<file path="src/rtl/router_pkg.sv">
// Shared constants, header field helpers and FSM state encoding for the 1x3 packet router.
package router_pkg;
    localparam int NUM_PORTS = 3;
    localparam int DATA_W    = 8;
    localparam int ADDR_W    = 2;
    localparam int LEN_MSB   = 7;
    localparam int LEN_LSB   = 2;
    localparam int ADDR_MSB  = 1;
    localparam int LEN_W     = LEN_MSB - LEN_LSB + 1;

    localparam logic [ADDR_W-1:0] DROP_ADDR = 2'd3;

    typedef enum logic [1:0] {
        ST_IDLE    = 2'd0,
        ST_PAYLOAD = 2'd1,
        ST_PARITY  = 2'd2,
        ST_DROP    = 2'd3
    } state_e;

    function automatic logic [LEN_W-1:0] hdr_len(input logic [DATA_W-1:0] hdr);
        return hdr[LEN_MSB:LEN_LSB];
    endfunction

    function automatic logic [ADDR_W-1:0] hdr_addr(input logic [DATA_W-1:0] hdr);
        return hdr[ADDR_MSB:0];
    endfunction
endpackage

</file>
<file path="src/rtl/router_if.sv">
// Byte-stream input and three-port output bundle of the router; master = driver/sink side, slave = router.
interface router_if;
    import router_pkg::*;

    logic [DATA_W-1:0]           in_data;
    logic                        in_valid;
    logic                        in_ready;
    logic [NUM_PORTS*DATA_W-1:0] out_data;
    logic [NUM_PORTS-1:0]        out_valid;
    logic [NUM_PORTS-1:0]        out_ready;
    logic                        parity_err;
    logic                        addr_err;
    logic [NUM_PORTS-1:0]        timeout_flush;

    modport master (
        output in_data, in_valid, out_ready,
        input  in_ready, out_data, out_valid, parity_err, addr_err, timeout_flush
    );

    modport slave (
        input  in_data, in_valid, out_ready,
        output in_ready, out_data, out_valid, parity_err, addr_err, timeout_flush
    );
endinterface

</file>
<file path="src/rtl/router_fifo.sv">
// First-word-fall-through FIFO with push/pop/flush; the head entry is always visible on dout_o.
module router_fifo #(
    parameter int DATA_W = 8,
    parameter int DEPTH  = 16
) (
    input  logic              clk,
    input  logic              rst,
    input  logic              push_i,
    input  logic              pop_i,
    input  logic              flush_i,
    input  logic [DATA_W-1:0] din_i,
    output logic [DATA_W-1:0] dout_o,
    output logic              full_o,
    output logic              empty_o
);
    localparam int PTR_W = $clog2(DEPTH);

    logic [DATA_W-1:0] mem_q [DEPTH];
    logic [PTR_W-1:0]  wr_ptr_q;
    logic [PTR_W-1:0]  rd_ptr_q;
    logic [PTR_W:0]    count_q;
    logic              do_push;
    logic              do_pop;

    assign full_o  = (count_q == (PTR_W+1)'(DEPTH));
    assign empty_o = (count_q == '0);
    // A flush discards any write landing in the same cycle.
    assign do_push = push_i && !full_o && !flush_i;
    assign do_pop  = pop_i && !empty_o;
    assign dout_o  = mem_q[rd_ptr_q];

    always_ff @(posedge clk) begin
        if (rst || flush_i) begin
            wr_ptr_q <= '0;
            rd_ptr_q <= '0;
            count_q  <= '0;
        end else begin
            if (do_push) wr_ptr_q <= wr_ptr_q + PTR_W'(1);
            if (do_pop)  rd_ptr_q <= rd_ptr_q + PTR_W'(1);
            count_q <= count_q + {{PTR_W{1'b0}}, do_push} - {{PTR_W{1'b0}}, do_pop};
        end
    end

    always_ff @(posedge clk) begin
        if (do_push) mem_q[wr_ptr_q] <= din_i;
    end
endmodule

</file>
<file path="src/rtl/router_1x3.sv">
// 1x3 packet router: parses {len,addr} headers and steers whole packets into per-port FIFOs.
// Optional stall-timeout flush of each output FIFO is enabled with ROUTER_TIMEOUT_EN.
module router_1x3
    import router_pkg::*;
#(
    parameter int FIFO_DEPTH = 16,
    parameter int TIMEOUT    = 30
) (
    input  logic     clk,
    input  logic     rst,
    router_if.slave  bus
);
    state_e             state_q, state_d;
    logic [ADDR_W-1:0]  addr_q, addr_d;
    logic [LEN_W-1:0]   len_q, len_d;
    logic [LEN_W-1:0]   cnt_q, cnt_d;
    logic [DATA_W-1:0]  par_q, par_d;
    logic               parity_err_q, parity_err_d;
    logic               addr_err_q, addr_err_d;

    logic [NUM_PORTS-1:0] full, empty, push, pop, flush;
    logic [ADDR_W-1:0]    hdr_a;
    logic [ADDR_W-1:0]    dest;
    logic                 dest_full;
    logic                 in_ready_c;
    logic                 accept;
    logic                 write_en;

    assign hdr_a = hdr_addr(bus.in_data);
    // In IDLE the byte on the bus is the header, so its own addr field picks the target FIFO.
    assign dest  = (state_q == ST_IDLE) ? hdr_a : addr_q;

    always_comb begin
        dest_full = 1'b0;
        for (int i = 0; i < NUM_PORTS; i++) begin
            if (dest == ADDR_W'(i)) dest_full = full[i];
        end
    end

    always_comb begin
        in_ready_c = 1'b0;
        if (!rst) begin
            case (state_q)
                ST_IDLE:    in_ready_c = (hdr_a == DROP_ADDR) || !dest_full;
                ST_PAYLOAD: in_ready_c = !dest_full;
                ST_PARITY:  in_ready_c = !dest_full;
                default:    in_ready_c = 1'b1;
            endcase
        end
    end

    assign bus.in_ready = in_ready_c;
    assign accept       = bus.in_valid && in_ready_c;
    assign write_en     = accept && (state_q != ST_DROP) &&
                          !((state_q == ST_IDLE) && (hdr_a == DROP_ADDR));

    always_comb begin
        state_d      = state_q;
        addr_d       = addr_q;
        len_d        = len_q;
        cnt_d        = cnt_q;
        par_d        = par_q;
        parity_err_d = 1'b0;
        addr_err_d   = 1'b0;
        if (accept) begin
            case (state_q)
                ST_IDLE: begin
                    len_d = hdr_len(bus.in_data);
                    cnt_d = '0;
                    if (hdr_a == DROP_ADDR) begin
                        addr_err_d = 1'b1;
                        state_d    = ST_DROP;
                    end else begin
                        addr_d  = hdr_a;
                        par_d   = bus.in_data;
                        state_d = (hdr_len(bus.in_data) == '0) ? ST_PARITY : ST_PAYLOAD;
                    end
                end
                ST_PAYLOAD: begin
                    par_d = par_q ^ bus.in_data;
                    cnt_d = cnt_q + LEN_W'(1);
                    if (cnt_q + LEN_W'(1) == len_q) state_d = ST_PARITY;
                end
                ST_PARITY: begin
                    parity_err_d = (bus.in_data != par_q);
                    state_d      = ST_IDLE;
                end
                default: begin
                    // DROP swallows len payload bytes plus the parity byte.
                    cnt_d = cnt_q + LEN_W'(1);
                    if (cnt_q == len_q) state_d = ST_IDLE;
                end
            endcase
        end
    end

    always_ff @(posedge clk) begin
        if (rst) begin
            state_q      <= ST_IDLE;
            addr_q       <= '0;
            len_q        <= '0;
            cnt_q        <= '0;
            par_q        <= '0;
            parity_err_q <= 1'b0;
            addr_err_q   <= 1'b0;
        end else begin
            state_q      <= state_d;
            addr_q       <= addr_d;
            len_q        <= len_d;
            cnt_q        <= cnt_d;
            par_q        <= par_d;
            parity_err_q <= parity_err_d;
            addr_err_q   <= addr_err_d;
        end
    end

    assign bus.parity_err = parity_err_q;
    assign bus.addr_err   = addr_err_q;

    genvar gi;
    for (gi = 0; gi < NUM_PORTS; gi++) begin : g_port
        assign push[gi]          = write_en && (dest == ADDR_W'(gi));
        assign pop[gi]           = bus.out_ready[gi] && !empty[gi];
        assign bus.out_valid[gi] = !empty[gi];

        router_fifo #(
            .DATA_W (DATA_W),
            .DEPTH  (FIFO_DEPTH)
        ) u_fifo (
            .clk     (clk),
            .rst     (rst),
            .push_i  (push[gi]),
            .pop_i   (pop[gi]),
            .flush_i (flush[gi]),
            .din_i   (bus.in_data),
            .dout_o  (bus.out_data[gi*DATA_W +: DATA_W]),
            .full_o  (full[gi]),
            .empty_o (empty[gi])
        );
    end

`ifdef ROUTER_TIMEOUT_EN
    localparam int TO_W = $clog2(TIMEOUT + 1);
    logic [NUM_PORTS-1:0] tflush_q;

    for (gi = 0; gi < NUM_PORTS; gi++) begin : g_timeout
        logic [TO_W-1:0] stall_q;
        assign flush[gi] = (stall_q == TO_W'(TIMEOUT));
        always_ff @(posedge clk) begin
            if (rst || flush[gi])
                stall_q <= '0;
            else if (bus.out_valid[gi] && !bus.out_ready[gi])
                stall_q <= stall_q + TO_W'(1);
            else
                stall_q <= '0;
        end
    end

    always_ff @(posedge clk) begin
        if (rst) tflush_q <= '0;
        else     tflush_q <= flush;
    end
    assign bus.timeout_flush = tflush_q;
`else
    assign flush             = '0;
    assign bus.timeout_flush = '0;
`endif
endmodule

</file>
<file path="src/flat_wrapper.sv">
// flat-port wrapper written by rule: the top's interface ports become plain ports
module router_1x3_flat import router_pkg::*;
#(
    parameter int FIFO_DEPTH = 16,
    parameter int TIMEOUT    = 30
)
  (clk, rst, bus_in_data, bus_in_valid, bus_out_ready, bus_in_ready, bus_out_data, bus_out_valid, bus_parity_err, bus_addr_err, bus_timeout_flush);
  router_if bus_i ();
  input  logic clk;
  input  logic rst;
  input wire logic [$bits(bus_i.in_data)-1:0] bus_in_data;
  input wire logic [$bits(bus_i.in_valid)-1:0] bus_in_valid;
  input wire logic [$bits(bus_i.out_ready)-1:0] bus_out_ready;
  output wire logic [$bits(bus_i.in_ready)-1:0] bus_in_ready;
  output wire logic [$bits(bus_i.out_data)-1:0] bus_out_data;
  output wire logic [$bits(bus_i.out_valid)-1:0] bus_out_valid;
  output wire logic [$bits(bus_i.parity_err)-1:0] bus_parity_err;
  output wire logic [$bits(bus_i.addr_err)-1:0] bus_addr_err;
  output wire logic [$bits(bus_i.timeout_flush)-1:0] bus_timeout_flush;
  assign bus_i.in_data = bus_in_data;
  assign bus_i.in_valid = bus_in_valid;
  assign bus_i.out_ready = bus_out_ready;
  assign bus_in_ready = bus_i.in_ready;
  assign bus_out_data = bus_i.out_data;
  assign bus_out_valid = bus_i.out_valid;
  assign bus_parity_err = bus_i.parity_err;
  assign bus_addr_err = bus_i.addr_err;
  assign bus_timeout_flush = bus_i.timeout_flush;
  router_1x3 #(.FIFO_DEPTH(FIFO_DEPTH), .TIMEOUT(TIMEOUT)) u_core (.clk(clk), .rst(rst), .bus(bus_i));
endmodule
</file>
<file path="config.mk">
export PLATFORM = sky130hd
export DESIGN_NAME = router_1x3_flat
export DESIGN_NICKNAME = d
export VERILOG_FILES = /design/src/rtl/router_pkg.sv /design/src/rtl/router_if.sv /design/src/rtl/router_fifo.sv /design/src/rtl/router_1x3.sv /design/src/flat_wrapper.sv
export SDC_FILE = /design/constraint.sdc
export NUM_CORES = 1
export LEC_CHECK = 0
export CAP_MARGIN = 0
export CORE_MARGIN = 5
export CORE_UTILIZATION = 50
export DETAILED_ROUTE_END_ITERATION = 12
export PLACE_DENSITY = 0.79
export SYNTH_ARGS = -nofsm -noshare
export SYNTH_HDL_FRONTEND = slang
export SYNTH_HIERARCHICAL = 1
export SYNTH_SLANG_ARGS = --single-unit
</file>
<file path="constraint.sdc">
create_clock -name clk -period 11.09 [get_ports clk]
set_clock_uncertainty 0.15 [all_clocks]
set_input_delay 2.218 -clock clk [delete_from_list [all_inputs] [get_ports clk]]
set_output_delay 2.218 -clock clk [all_outputs]
set_load 0.02 [all_outputs]
</file>
==> results of run 1 <==
==> registers in the layout, indices dropped and copies added, names as in the netlist, named ones only <==
register	count
u_core/state_q	2
u_core/cnt_q	6
u_core/g_port.u_fifo/rd_ptr_q	12
u_core/bus.addr_err	1
u_core/bus.parity_err	1
u_core/par_q	8
u_core/addr_q	2
u_core/g_port.u_fifo/count_q	15
u_core/len_q	6
u_core/g_port.u_fifo/mem_q	384
u_core/g_port.u_fifo/wr_ptr_q	12
==> final cells by class <==
class | count | share of cell area, %
flip-flops and latches | 461 | 61.2
multi-input cells | 597 | 26.1
clock buffers | 53 | 5.41
well taps | 511 | 2.99
repair buffers | 51 | 2.11
clock inverters | 30 | 1.38
inverters | 51 | 0.895
==> cell families (layout without fill, tap and decap cells) <==
kind of cell	Yosys count	count (layout)	synth area share [%]
flip-flops	461	461	68.2
AND/OR/NAND/NOR	273	273	7.11
AO/OA/AOI/OAI	120	120	4.55
buffers and inverters	104	185	2.98
multiplexers	103	103	12.2
XOR/XNOR	45	45	2.06
adder cells (fa/ha/maj)	42	42	2.86
other	1	14	0.0196
==> per-layer routing <==
layer	routed length, um	up-vias	track usage, %
li1	-	4562	-
met1	15500	5235	23.9
met2	19700	256	31.4
met3	1750	47	2.82
met4	652	0	4.42
met5	0	-	0
==> how the worst max path moves through the flow <==
stage / from / end / slack, ns / depth (start not counted)
after CTS: bus_in_data[0] / bus_in_ready / 4.13 / 7
final: bus_in_data[0] / bus_in_ready / 4.17 / 7
after global routing: bus_in_data[0] / bus_in_ready / 3.97 / 7
after detailed placement: bus_in_data[0] / u_core/g_port[0].u_fifo/count_q[4] / 4.07 / 18
after global placement: bus_in_data[0] / u_core/g_port[2].u_fifo/count_q[4] / 4.24 / 19
after floorplan: bus_in_data[0] / u_core/g_port[2].u_fifo/count_q[4] / 5.04 / 18
==> cells in the mapped netlist (2+ instances only) <==
cell	n
sky130_fd_sc_hd__a21boi_1	3
sky130_fd_sc_hd__a21o_1	3
sky130_fd_sc_hd__a21oi_1	23
sky130_fd_sc_hd__a22oi_1	48
sky130_fd_sc_hd__a31oi_1	3
sky130_fd_sc_hd__and2_1	15
sky130_fd_sc_hd__and2b_1	3
sky130_fd_sc_hd__and3_1	10
sky130_fd_sc_hd__buf_1	4
sky130_fd_sc_hd__buf_2	7
sky130_fd_sc_hd__buf_4	7
sky130_fd_sc_hd__buf_6	12
sky130_fd_sc_hd__clkbuf_1	14
sky130_fd_sc_hd__clkdlybuf4s25_2	9
sky130_fd_sc_hd__dfxtp_1	77
sky130_fd_sc_hd__edfxtp_1	384
sky130_fd_sc_hd__fa_1	3
sky130_fd_sc_hd__ha_1	39
sky130_fd_sc_hd__inv_1	50
sky130_fd_sc_hd__mux2i_1	7
sky130_fd_sc_hd__mux4_1	30
sky130_fd_sc_hd__mux4_2	66
sky130_fd_sc_hd__nand2_1	55
sky130_fd_sc_hd__nand2b_1	6
sky130_fd_sc_hd__nand3_1	20
sky130_fd_sc_hd__nand4_1	3
sky130_fd_sc_hd__nand4b_1	2
sky130_fd_sc_hd__nand4bb_1	3
sky130_fd_sc_hd__nor2_1	87
sky130_fd_sc_hd__nor2b_1	16
sky130_fd_sc_hd__nor3_1	28
sky130_fd_sc_hd__nor4_1	4
sky130_fd_sc_hd__o21a_1	2
sky130_fd_sc_hd__o21ai_0	10
sky130_fd_sc_hd__o21ai_1	2
sky130_fd_sc_hd__o31ai_1	9
sky130_fd_sc_hd__o32ai_2	4
sky130_fd_sc_hd__or2_2	4
sky130_fd_sc_hd__or3_1	4
sky130_fd_sc_hd__or4b_1	3
sky130_fd_sc_hd__xnor2_1	25
sky130_fd_sc_hd__xor2_1	20
==> stage by stage <==
stage	instance area (um^2)	total power [mW]	setup WS, ns
finish	21400	3.64	4.17
CTS	21400	3.67	4.13
global placement	19900	2.17	4.24
floorplan	19200	2.10	5.04
detailed placement	19900	2.18	4.07
global route	21400	3.77	3.97
==> critical path: cells and delay by family <==
family / cells / cell delay [ns]
AO/OA/AOI/OAI: 2 / 0.37
buffers and inverters: 3 / 1.56
AND/OR/NAND/NOR: 2 / 0.38
==> report_power, final <==
part	internal, mW	switching, mW	total, mW	leakage [nW]
combinational	0.0819	0.151	0.233	2.25
clock	0.867	0.629	1.50	0.706
sequential	1.89	0.0174	1.91	4.08
total	2.84	0.798	3.64	7.03
==> parameters.txt, run 1 <==
Parameter                              Value

Floorplanning
  Chip width    206 um
  Total number of placement rows    71
  Initial core utilization    50.8%
  Overall die area    0.0424 mm^2
  Number of I/O pins    47
  Chip Height    between 200 and 250 um
  Core box area    about 0.038 mm^2

Hold path
  Critical hold path startpoint    u_core/g_port[1].u_fifo/rd_ptr_q[1]
  Worst min-delay path category    reg -> reg
  Hold-critical path depth    2

Worst setup path
  Launching point of the worst reg2reg path    u_core/state_q[0]
  Required time of the critical path    approximately 8.7 ns
  Highest cell delay on the worst timing path    0.72 ns
  CP arrival    4.55 ns
  Reg-to-reg critical path endpoint    u_core/g_port[2].u_fifo/count_q[4]
  Cell Chain, Critical Path    buf_2 -> and3b_1 -> o21ai_2 -> a311oi_2 -> buf_4 -> nor3_2 -> clkdlybuf4s50_1
  Length in cells of the worst reg-to-reg path    20
  CP max FO    57
  Startpoint-to-endpoint class of the critical path    in -> out
  Kind of launch point of the worst setup path    input pin
  Nature of the critical path endpoint    output pin
  Flop2flop setup slack    5.85 ns
  Slowest cell on the critical path    sky130_fd_sc_hd__buf_2

Power and ir drop
  Total leakage power    7.03 nW
  Peak ir drop on the vdd network    0.158 mV
  Cell Pwr Density    170 mW/mm^2

Layout
  Number of filler cells placed in the layout    2829
  Total area of multi-input combinational cells    0.00557 mm^2
  Ratio of cells with drive above 1 in the final layout    13.4%
  Final Util    56.6%
  Commonest non-fill, non-tap cell in the layout    sky130_fd_sc_hd__edfxtp_1
  Total area of sequential cells    0.0131 mm^2
  Post-layout instance count excluding filler cells    ~1800
  Ant. Diodes    0
  Number of nets in the final layout    1263
  Highest-count cells in the layout ignoring fill and taps    sky130_fd_sc_hd__edfxtp_1, sky130_fd_sc_hd__nor2_1, sky130_fd_sc_hd__dfxtp_1
  Layout area overhead    11.6%

Clock network
  Number of clock sinks seen by CTS    461
  TritonCTS clock tree    yes
  Clock root cell    sky130_fd_sc_hd__clkbuf_16
  H-Tree Depth    2
  Num CTS Buffers    45
  Post-CTS setup repair buffer count    0
  Gates resized, CTS repair    0
  Clock latency at the later pin of the worst-skew pair    0.55 ns
  Hold buffer count at cts    0
  Bufs on Longest Clock Path    3
  Worst-path clk slew    roughly 0.060 ns

Synthesis
  Sequential element share of the synthesized area    68.2%
  Area share of the largest cell type after synthesis    60.2%
  Share of flip-flops with an asynchronous set or reset after synthesis    0%
  Most used DFF post-synth    sky130_fd_sc_hd__edfxtp_1
  Cell Area, Synth    0.0192 mm^2
  Synthesis Warnings    6
  Yosys cell types    67
  Count of flip-flops with a built-in enable after synthesis    384
  Top cells by area, synth    sky130_fd_sc_hd__edfxtp_1, sky130_fd_sc_hd__dfxtp_1, sky130_fd_sc_hd__mux4_2
  Register bit total from synthesis    between 400 and 500
  Number of cells produced by synthesis    1149
  Syn avg cell area    16.7 um^2
  Cell accounting for the most synthesized area    sky130_fd_sc_hd__edfxtp_1

Route
  Antenna viol nets, final    0
  First-iteration detailed-routing DRC count    894
  Router iterations before antenna repair    7
  Drc violations    0
  Vias after detailed routing    10100
  Mean number of vias per cell    5.76
  Total wire length    ~38 mm
  Average wire length per cell after detail routing    about 21 um

Global route
  Number of antenna violations at the first check in global routing    0
  Largest net degree at the start of global routing    59
  Global routing usage summed across all routing layers    18.0%
  Remaining global-route overflow    0
  Number of global-route vias before repair    approximately 10000
  First-pass GRT wire length    58.9 mm

Timing
  Slew of the pin with the lowest slew margin    1.31 ns
  RSZ-0062 raised after global routing    no
  Hold violation total from the final report    0
  Period minus WS final    6.92 ns
  Count of final max-slew check failures    0
  FMAX    0.145 GHz
  Crit share post-route    between 60% and 70%
  Setup violation total in the final timing report    0
  Worst slew slack as a fraction of its limit    around an eighth
  Setup TNS    0 ns
  Post-route worst hold slack    0.357 ns

Placed design
  Gp weighted congestion    around 0.8
  Total half-perimeter wirelength after legalization and detailed placement    between 20 and 25 mm
  Number of input and output port buffers inserted    43
  Number of placed cells counting well taps    between 1500 and 2000

Flow run
  Max-Cap Viols    0

Outcome
  Result of the run    complete, no violations
Note: power is estimated with default switching activity, not from simulation.
==> run 2, diff against run 1 <==
Settings changed: PLACE_DENSITY 0.79 to 0.81.
Clock period 11.09 ns to 5.68 ns, I/O delays scaled along.
==> run 2 against run 1 <==
Against the previous run:
- first-iteration DRC count up 24%
- sequential cell count unchanged
- final cell count up 0.86%
- power up 96%
- critical path type is now reg -> reg
- sequential power up 95%
- combinational power up 100%
- routed wire length up 3.1%
- hold slack worse by 0.017 ns
==> parameters.txt, run 2 (synthesis gave the netlist of run 1 again) <==
Parameter                              Value

Outcome
  Result of the run    complete, no violations (unchanged)

Worst setup path
  CP arrival    5.13 ns (was 4.55 ns)
  Nature of the critical path endpoint    register (was output pin)
  Kind of launch point of the worst setup path    register (was input pin)
  Required time of the critical path    6.01 ns (was 8.72 ns)
  CP max FO    10 (was 57)
  Startpoint-to-endpoint class of the critical path    reg -> reg (was in -> out)

Global route
  First-pass GRT wire length    60.8 mm (was 58.9 mm)
  Number of antenna violations at the first check in global routing    0 (unchanged)
  Largest net degree at the start of global routing    54 (was 59)
  Global routing usage summed across all routing layers    18.7% (was 18.0%)
  Number of global-route vias before repair    10600 (was 10400)
  Remaining global-route overflow    0 (unchanged)

Placed design
  Number of placed cells counting well taps    1684 (was 1671)
  Number of input and output port buffers inserted    43 (unchanged)
  Setup slack at placement    0.554 ns (was 4.07 ns)
  Total half-perimeter wirelength after legalization and detailed placement    23.9 mm (was 22.6 mm)
  Gp weighted congestion    0.783 (was 0.785)

Layout
  Commonest non-fill, non-tap cell in the layout    sky130_fd_sc_hd__edfxtp_1 (unchanged)
  Highest-count cells in the layout ignoring fill and taps    sky130_fd_sc_hd__edfxtp_1, sky130_fd_sc_hd__nor2_1, sky130_fd_sc_hd__dfxtp_1 (unchanged)
  Number of nets in the final layout    1276 (was 1263)
  Final Util    57.0% (was 56.6%)
  Largest register FFs    384 (unchanged)
  Number of filler cells placed in the layout    2787 (was 2829)
  Post-layout instance count excluding filler cells    1769 (was 1754)
  Layout area overhead    12.3% (was 11.6%)
  Registers with the most flip-flops    u_core/g_port.u_fifo/mem_q: 384 flops, u_core/g_port.u_fifo/count_q: 15 flops (unchanged)
  Ratio of cells with drive above 1 in the final layout    15.2% (was 13.4%)
  Reg with most FFs    u_core/g_port.u_fifo/mem_q (unchanged)

Clock network
  H-Tree Depth    2 (unchanged)
  Number of clock sinks seen by CTS    461 (unchanged)
  Post-CTS setup repair buffer count    0 (unchanged)
  Clock latency at the later pin of the worst-skew pair    0.56 ns (was 0.55 ns)
  Clock root cell    sky130_fd_sc_hd__clkbuf_16 (unchanged)
  TritonCTS clock tree    yes (unchanged)
  Gates resized, CTS repair    0 (unchanged)
  Bufs on Longest Clock Path    3 (unchanged)
  Worst-path clk slew    0.07 ns (was 0.06 ns)
  Hold buffer count at cts    0 (unchanged)
  Num CTS Buffers    45 (unchanged)

Timing
  Period minus WS final    around 4.8 ns
  RSZ-0062 raised after global routing    no (unchanged)
  Setup violation total in the final timing report    0 (unchanged)
  Hold violation total from the final report    0 (unchanged)
  Worst slew slack as a fraction of its limit    13.2% (was 11.9%)
  FMAX    0.208 GHz
  Setup TNS    0 ns (unchanged)
  Crit path setup slack, layout    0.878 ns (was 4.17 ns)
  Slew of the pin with the lowest slew margin    1.30 ns (was 1.31 ns)
  Count of final max-slew check failures    0 (unchanged)
  Crit share post-route    a little over four fifths

Route
  First-iteration detailed-routing DRC count    1113 (was 894)
  Antenna viol nets, final    0 (unchanged)
  Average wire length per cell after detail routing    21.9 um (was 21.4 um)
  Total wire length    38.8 mm (was 37.6 mm)
  Mean number of vias per cell    5.81 (was 5.76)
  Router iterations before antenna repair    7 (unchanged)
  Vias after detailed routing    10300 (was 10100)
  Drc violations    0 (unchanged)

Flow run
  Max-Cap Viols    0 (unchanged)

Floorplanning
  Total number of placement rows    71 (unchanged)
  Number of I/O pins    47 (unchanged)
  Overall die area    0.0424 mm^2 (unchanged)
  Initial core utilization    50.8% (unchanged)
  Core box area    0.0378 mm^2 (unchanged)
  Chip width    206 um (unchanged)
  Chip Height    206 um (unchanged)

Power and ir drop
  Total power consumption of the routed design    7.12 mW (was 3.64 mW)
  Total leakage power    7.12 nW (was 7.03 nW)
  Peak ir drop on the vdd network    0.203 mV (was 0.158 mV)
  Cell Pwr Density    331 mW/mm^2 (was 170 mW/mm^2)

Hold path
  Worst min-delay path category    reg -> reg (unchanged)
-- run 2: cell count changes in the layout (fill, tap and decap cells not counted), sizes merged --
| cell | change |
|---|---|
| clkbuf | +14 |
| diode | +1 |
| clkinvlp | +2 |
| bufinv | -5 |
| clkinv | -11 |
| inv | +1 |
| buf | +13 |
-- run 2: final timing paths --
check,from,end,slack [ns],depth (start not counted)
max,u_core/state_q[0],u_core/g_port[1].u_fifo/count_q[4],0.88,19
min,u_core/g_port[2].u_fifo/rd_ptr_q[1],register,0.34,2
max reg2reg,u_core/state_q[0],u_core/g_port[1].u_fifo/count_q[4],0.88,19
min reg2reg,u_core/g_port[2].u_fifo/rd_ptr_q[1],register,0.34,2
-- run 2: final cells by class --
| type | instances | area (um^2) | share of cell area (%) |
|---|---|---|---|
| clock buffer | 67 | 1350 | 6.28 |
| tap | 511 | 639 | 2.97 |
| multi-input combinational | 597 | 5570 | 25.9 |
| inverter | 51 | 191 | 0.890 |
| antenna | 1 | 2.50 | 0.0116 |
| clock inverter | 17 | 134 | 0.622 |
| timing repair buffer | 64 | 548 | 2.55 |
| sequential | 461 | 13100 | 60.8 |
-- run 2: layer usage --
metal | up-vias | wire length, um | GRT usage (%)
met1 | 5211 | 15600 | 25.2
met2 | 388 | 19300 | 31.0
met4 | 0 | 1200 | 6.39
met3 | 81 | 2690 | 3.51
li1 | 4598 | - | -
met5 | - | 0 | 0
-- run 2: stage by stage --
| step | hold WS [ns] | cell area (um^2) |
|---|---|---|
| final | 0.340 | 21500 |
| after global routing | 0.371 | 21500 |
| after CTS | 0.340 | 21500 |
| after detailed placement | 0.328 | 20000 |
| after global placement | 0.320 | 20000 |
| after floorplan | 0.313 | 19200 |
-- run 2: critical path: stages (launching register included) --
cell and delay, ns:
sky130_fd_sc_hd__dfxtp_1 0.38, sky130_fd_sc_hd__inv_1 0.10, sky130_fd_sc_hd__ha_1 0.32, sky130_fd_sc_hd__or3b_1 0.44
sky130_fd_sc_hd__a21oi_2 0.21, sky130_fd_sc_hd__a311oi_2 0.07, sky130_fd_sc_hd__nor3_2 0.15, sky130_fd_sc_hd__nand2_1 0.18
sky130_fd_sc_hd__nor3_1 0.42, sky130_fd_sc_hd__inv_1 0.13, sky130_fd_sc_hd__nor3_1 0.40, sky130_fd_sc_hd__inv_1 0.09
sky130_fd_sc_hd__ha_1 0.29, sky130_fd_sc_hd__inv_1 0.04, sky130_fd_sc_hd__ha_1 0.21, sky130_fd_sc_hd__fa_1 0.44
sky130_fd_sc_hd__a21oi_1 0.16, sky130_fd_sc_hd__nor2_1 0.06, sky130_fd_sc_hd__or3_1 0.34, sky130_fd_sc_hd__a21oi_1 0.15
-- run 2: power breakdown --
group	internal (mW)	switching (mW)	leakage, nW	total, mW
registers	3.70	0.0340	4.08	3.73
clock network	1.67	1.26	0.729	2.93
logic	0.167	0.301	2.32	0.468
total	5.53	1.59	7.12	7.12
==> run 3, diff against run 2 <==
Clock period 5.68 ns to 4.25 ns, I/O delays scaled along.
==> run 3 against run 2 <==
Against the previous run:
- die area unchanged
- sequential power increased by 34%
- cell area increased by 1.8%
- first-iteration DRC count decreased by 23%
- global-route usage decreased by 0.46 points
- routed wire length about the same
- non-clock buffer count increased by 55
- critical path depth unchanged
- power increased by 31%
- final cell count increased by 2.7%
==> parameters.txt, run 3 (synthesis gave the netlist of run 1 again) <==
Parameter                              Value

Hold path
  Worst min-delay path category    reg -> reg (unchanged)
  Destination of the worst hold path    u_core/g_port[1].u_fifo/rd_ptr_q[1]
  Hold-critical path depth    2 (unchanged)
  Critical hold path startpoint    u_core/g_port[1].u_fifo/rd_ptr_q[1] (was u_core/g_port[2].u_fifo/rd_ptr_q[1])

Timing
  Crit share post-route    96.0% (was 84.5%)
  Post-route worst hold slack    0.347 ns (was 0.340 ns)
  Period minus WS final    4.08 ns (was 4.80 ns)
  Crit path setup slack, layout    0.172 ns (was 0.878 ns)
  FMAX    0.245 GHz (was 0.208 GHz)
  Setup violation total in the final timing report    0 (unchanged)
  Count of final max-slew check failures    0 (unchanged)
  Setup TNS    0 ns (unchanged)
  Hold violation total from the final report    0 (unchanged)
  Worst slew slack as a fraction of its limit    8.48% (was 13.2%)
  Slew of the pin with the lowest slew margin    1.37 ns (was 1.30 ns)

Worst setup path
  Reg-to-reg critical path endpoint    u_core/g_port[0].u_fifo/count_q[4] (was u_core/g_port[1].u_fifo/count_q[4])
  Largest delay contributor family on the critical path    simple AND/OR/NAND/NOR gates (unchanged)
  CP max FO    4 (was 10)
  Highest cell delay on the worst timing path    0.39 ns (was 0.44 ns)
  Slowest cell on the critical path    sky130_fd_sc_hd__or3b_4 (was sky130_fd_sc_hd__or3b_1)
  Number of buffers and inverters on the critical path    3 (was 4)
  CP arrival    4.39 ns (was 5.13 ns)
  Length in cells of the worst reg-to-reg path    19 (unchanged)
  Flop2flop setup slack    0.17 ns (was 0.88 ns)
  Required time of the critical path    4.56 ns (was 6.01 ns)
  Kind of launch point of the worst setup path    register (unchanged)
  Startpoint-to-endpoint class of the critical path    reg -> reg (unchanged)
  Nature of the critical path endpoint    register (unchanged)
  Cell Chain, Critical Path    inv_2 -> ha_4 -> or3b_4 -> a21oi_2 -> a311oi_4 -> nor3_4 -> nand2_4 -> buf_6 -> nor3_4 -> nand2_2 -> or2_4 -> ha_4 -> inv_1 -> ha_2 -> fa_2 -> a21oi_2 -> nor2_1 -> or3_1 -> a21oi_1 (was inv_1 -> ha_1 -> or3b_1 -> a21oi_2 -> a311oi_2 -> nor3_2 -> nand2_1 -> nor3_1 -> inv_1 -> nor3_1 -> inv_1 -> ha_1 -> inv_1 -> ha_1 -> fa_1 -> a21oi_1 -> nor2_1 -> or3_1 -> a21oi_1)
  Launching point of the worst reg2reg path    u_core/state_q[0] (unchanged)

Layout
  Final Util    58.0% (was 57.0%)
  Reg with most FFs    u_core/g_port.u_fifo/mem_q (unchanged)
  Ant. Diodes    0 (was 1)
  Commonest non-fill, non-tap cell in the layout    sky130_fd_sc_hd__edfxtp_1 (unchanged)
  Largest register FFs    384 (unchanged)
  Highest-count cells in the layout ignoring fill and taps    sky130_fd_sc_hd__edfxtp_1, sky130_fd_sc_hd__nor2_1, sky130_fd_sc_hd__buf_4 (was sky130_fd_sc_hd__edfxtp_1, sky130_fd_sc_hd__nor2_1, sky130_fd_sc_hd__dfxtp_1)
  Ratio of cells with drive above 1 in the final layout    19.4% (was 15.2%)
  Layout area overhead    14.3% (was 12.3%)
  Number of filler cells placed in the layout    2738 (was 2787)
  Registers with the most flip-flops    u_core/g_port.u_fifo/mem_q: 384 flops, u_core/g_port.u_fifo/count_q: 15 flops (unchanged)
  Number of nets in the final layout    1329 (was 1276)

Clock network
  H-Tree Depth    2 (unchanged)
  Clock latency at the later pin of the worst-skew pair    0.55 ns (was 0.56 ns)
  Number of clock sinks seen by CTS    461 (unchanged)
  Num CTS Buffers    43 (was 45)
  Hold buffer count at cts    0 (unchanged)
  Bufs on Longest Clock Path    3 (unchanged)
  TritonCTS clock tree    yes (unchanged)
  Worst-path clk slew    0.06 ns (was 0.07 ns)
  Clock root cell    sky130_fd_sc_hd__clkbuf_16 (unchanged)

Global route
  Number of antenna violations at the first check in global routing    1 (was 0)
  Global routing usage summed across all routing layers    18.2% (was 18.7%)
  Remaining global-route overflow    0 (unchanged)
  Largest net degree at the start of global routing    54 (unchanged)
  First-pass GRT wire length    59.9 mm (was 60.8 mm)
  Number of global-route vias before repair    10600 (about the same)

Route
  Antenna viol nets, final    0 (unchanged)
  Vias after detailed routing    10400 (was 10300)
  Average wire length per cell after detail routing    21.3 um (was 21.9 um)
  Mean number of vias per cell    5.73 (was 5.81)
  Router iterations before antenna repair    5 (was 7)
  First-iteration detailed-routing DRC count    857 (was 1113)
  Drc violations    0 (unchanged)
  Total wire length    38.8 mm (about the same)

Floorplanning
  Initial core utilization    50.8% (unchanged)
  Number of I/O pins    47 (unchanged)
  Chip Height    206 um (unchanged)
  Overall die area    0.0424 mm^2 (unchanged)
  Chip width    206 um (unchanged)
  Core box area    0.0378 mm^2 (unchanged)
  Total number of placement rows    71 (unchanged)

Placed design
  Total half-perimeter wirelength after legalization and detailed placement    24.7 mm (was 23.9 mm)
  Gp weighted congestion    0.846 (was 0.783)
  Setup slack at placement    -0.169 ns (was 0.554 ns)
  Number of input and output port buffers inserted    43 (unchanged)

Flow run
  Max-Cap Viols    0 (unchanged)

Outcome
  Result of the run    complete, no violations (unchanged)

Power and ir drop
  Peak ir drop on the vdd network    0.248 mV (was 0.203 mV)
  Cell Pwr Density    425 mW/mm^2 (was 331 mW/mm^2)
  Total leakage power    7.34 nW (was 7.12 nW)
  Total power consumption of the routed design    9.32 mW (was 7.12 mW)
-- run 3: cell count changes in the layout (fill, tap and decap cells not counted), moves of 3 or more --
| cell | previous run | this run |
|---|---|---|
| sky130_fd_sc_hd__a21oi_1 | 23 | 20 |
| sky130_fd_sc_hd__inv_2 | 0 | 4 |
| sky130_fd_sc_hd__clkbuf_8 | 10 | 3 |
| sky130_fd_sc_hd__ha_1 | 39 | 35 |
| sky130_fd_sc_hd__clkbuf_16 | 47 | 43 |
| sky130_fd_sc_hd__clkbuf_1 | 10 | 15 |
| sky130_fd_sc_hd__a21oi_2 | 1 | 4 |
| sky130_fd_sc_hd__clkinv_1 | 1 | 4 |
| sky130_fd_sc_hd__nor3_4 | 0 | 4 |
| sky130_fd_sc_hd__buf_4 | 21 | 72 |
| sky130_fd_sc_hd__nor3_1 | 28 | 23 |
| sky130_fd_sc_hd__inv_1 | 50 | 46 |
-- run 3: stage by stage --
step                cell area (um^2)  instances
finish                         21900       1817
global route                   21900       1817
CTS                            21800       1809
detailed placement             20500       1730
global placement               20500       1730
floorplan                      19300       1162
-- run 3: cell type report --
cell class / count / area (um^2) / area share [%]
multi-input combinational: 597 / 5700 / 26.0
tap: 511 / 639 / 2.92
inverter: 51 / 191 / 0.874
clock inverter: 17 / 129 / 0.588
sequential: 461 / 13100 / 59.7
clock buffer: 61 / 1170 / 5.36
timing repair buffer: 119 / 997 / 4.55
-- run 3: how the worst max path moves through the flow --
stage                           start                                  to  slack, ns  cells past startpoint
finish              u_core/state_q[0]  u_core/g_port[0].u_fifo/count_q[4]       0.17                     19
global route        u_core/state_q[0]  u_core/g_port[0].u_fifo/count_q[4]      -0.03                     19
CTS                 u_core/state_q[0]  u_core/g_port[2].u_fifo/count_q[4]       0.04                     20
detailed placement     bus_in_data[1]  u_core/g_port[2].u_fifo/count_q[4]      -0.17                     18
global placement       bus_in_data[1]  u_core/g_port[2].u_fifo/count_q[4]      -0.02                     18
floorplan              bus_in_data[0]  u_core/g_port[0].u_fifo/count_q[4]       0.02                     17
-- run 3: power breakdown --
group          switching, mW  internal (mW)
Combinational          0.450          0.294
Sequential            0.0488           4.94
Clock                   1.58           2.00
Total                   2.08           7.23
-- run 3: per-layer routing --
metal,wire (um),GRT usage [%]
met1,15300,23.8
met2,20100,32.4
met3,2540,2.55
met4,865,4.82
met5,0,0
-- run 3: worst reg2reg max path, cell delays in order (launching register included) --
cell,delay [ns]
sky130_fd_sc_hd__dfxtp_4,0.37
sky130_fd_sc_hd__inv_2,0.06
sky130_fd_sc_hd__ha_4,0.16
sky130_fd_sc_hd__or3b_4,0.39
sky130_fd_sc_hd__a21oi_2,0.23
sky130_fd_sc_hd__a311oi_4,0.08
sky130_fd_sc_hd__nor3_4,0.26
sky130_fd_sc_hd__nand2_4,0.12
sky130_fd_sc_hd__buf_6,0.15
sky130_fd_sc_hd__nor3_4,0.23
sky130_fd_sc_hd__nand2_2,0.09
sky130_fd_sc_hd__or2_4,0.25
sky130_fd_sc_hd__ha_4,0.25
sky130_fd_sc_hd__inv_1,0.04
sky130_fd_sc_hd__ha_2,0.17
sky130_fd_sc_hd__fa_2,0.35
sky130_fd_sc_hd__a21oi_2,0.14
sky130_fd_sc_hd__nor2_1,0.05
sky130_fd_sc_hd__or3_1,0.36
sky130_fd_sc_hd__a21oi_1,0.13
-- run 3: repair_timing --
action / 4_1_cts / 5_1_grt
buffers inserted: 1 / 8
resized for setup: 0 / 22
setup endpoints to repair: 1 / 3
pin swaps: 2 / 13
cloned: 0 / 0
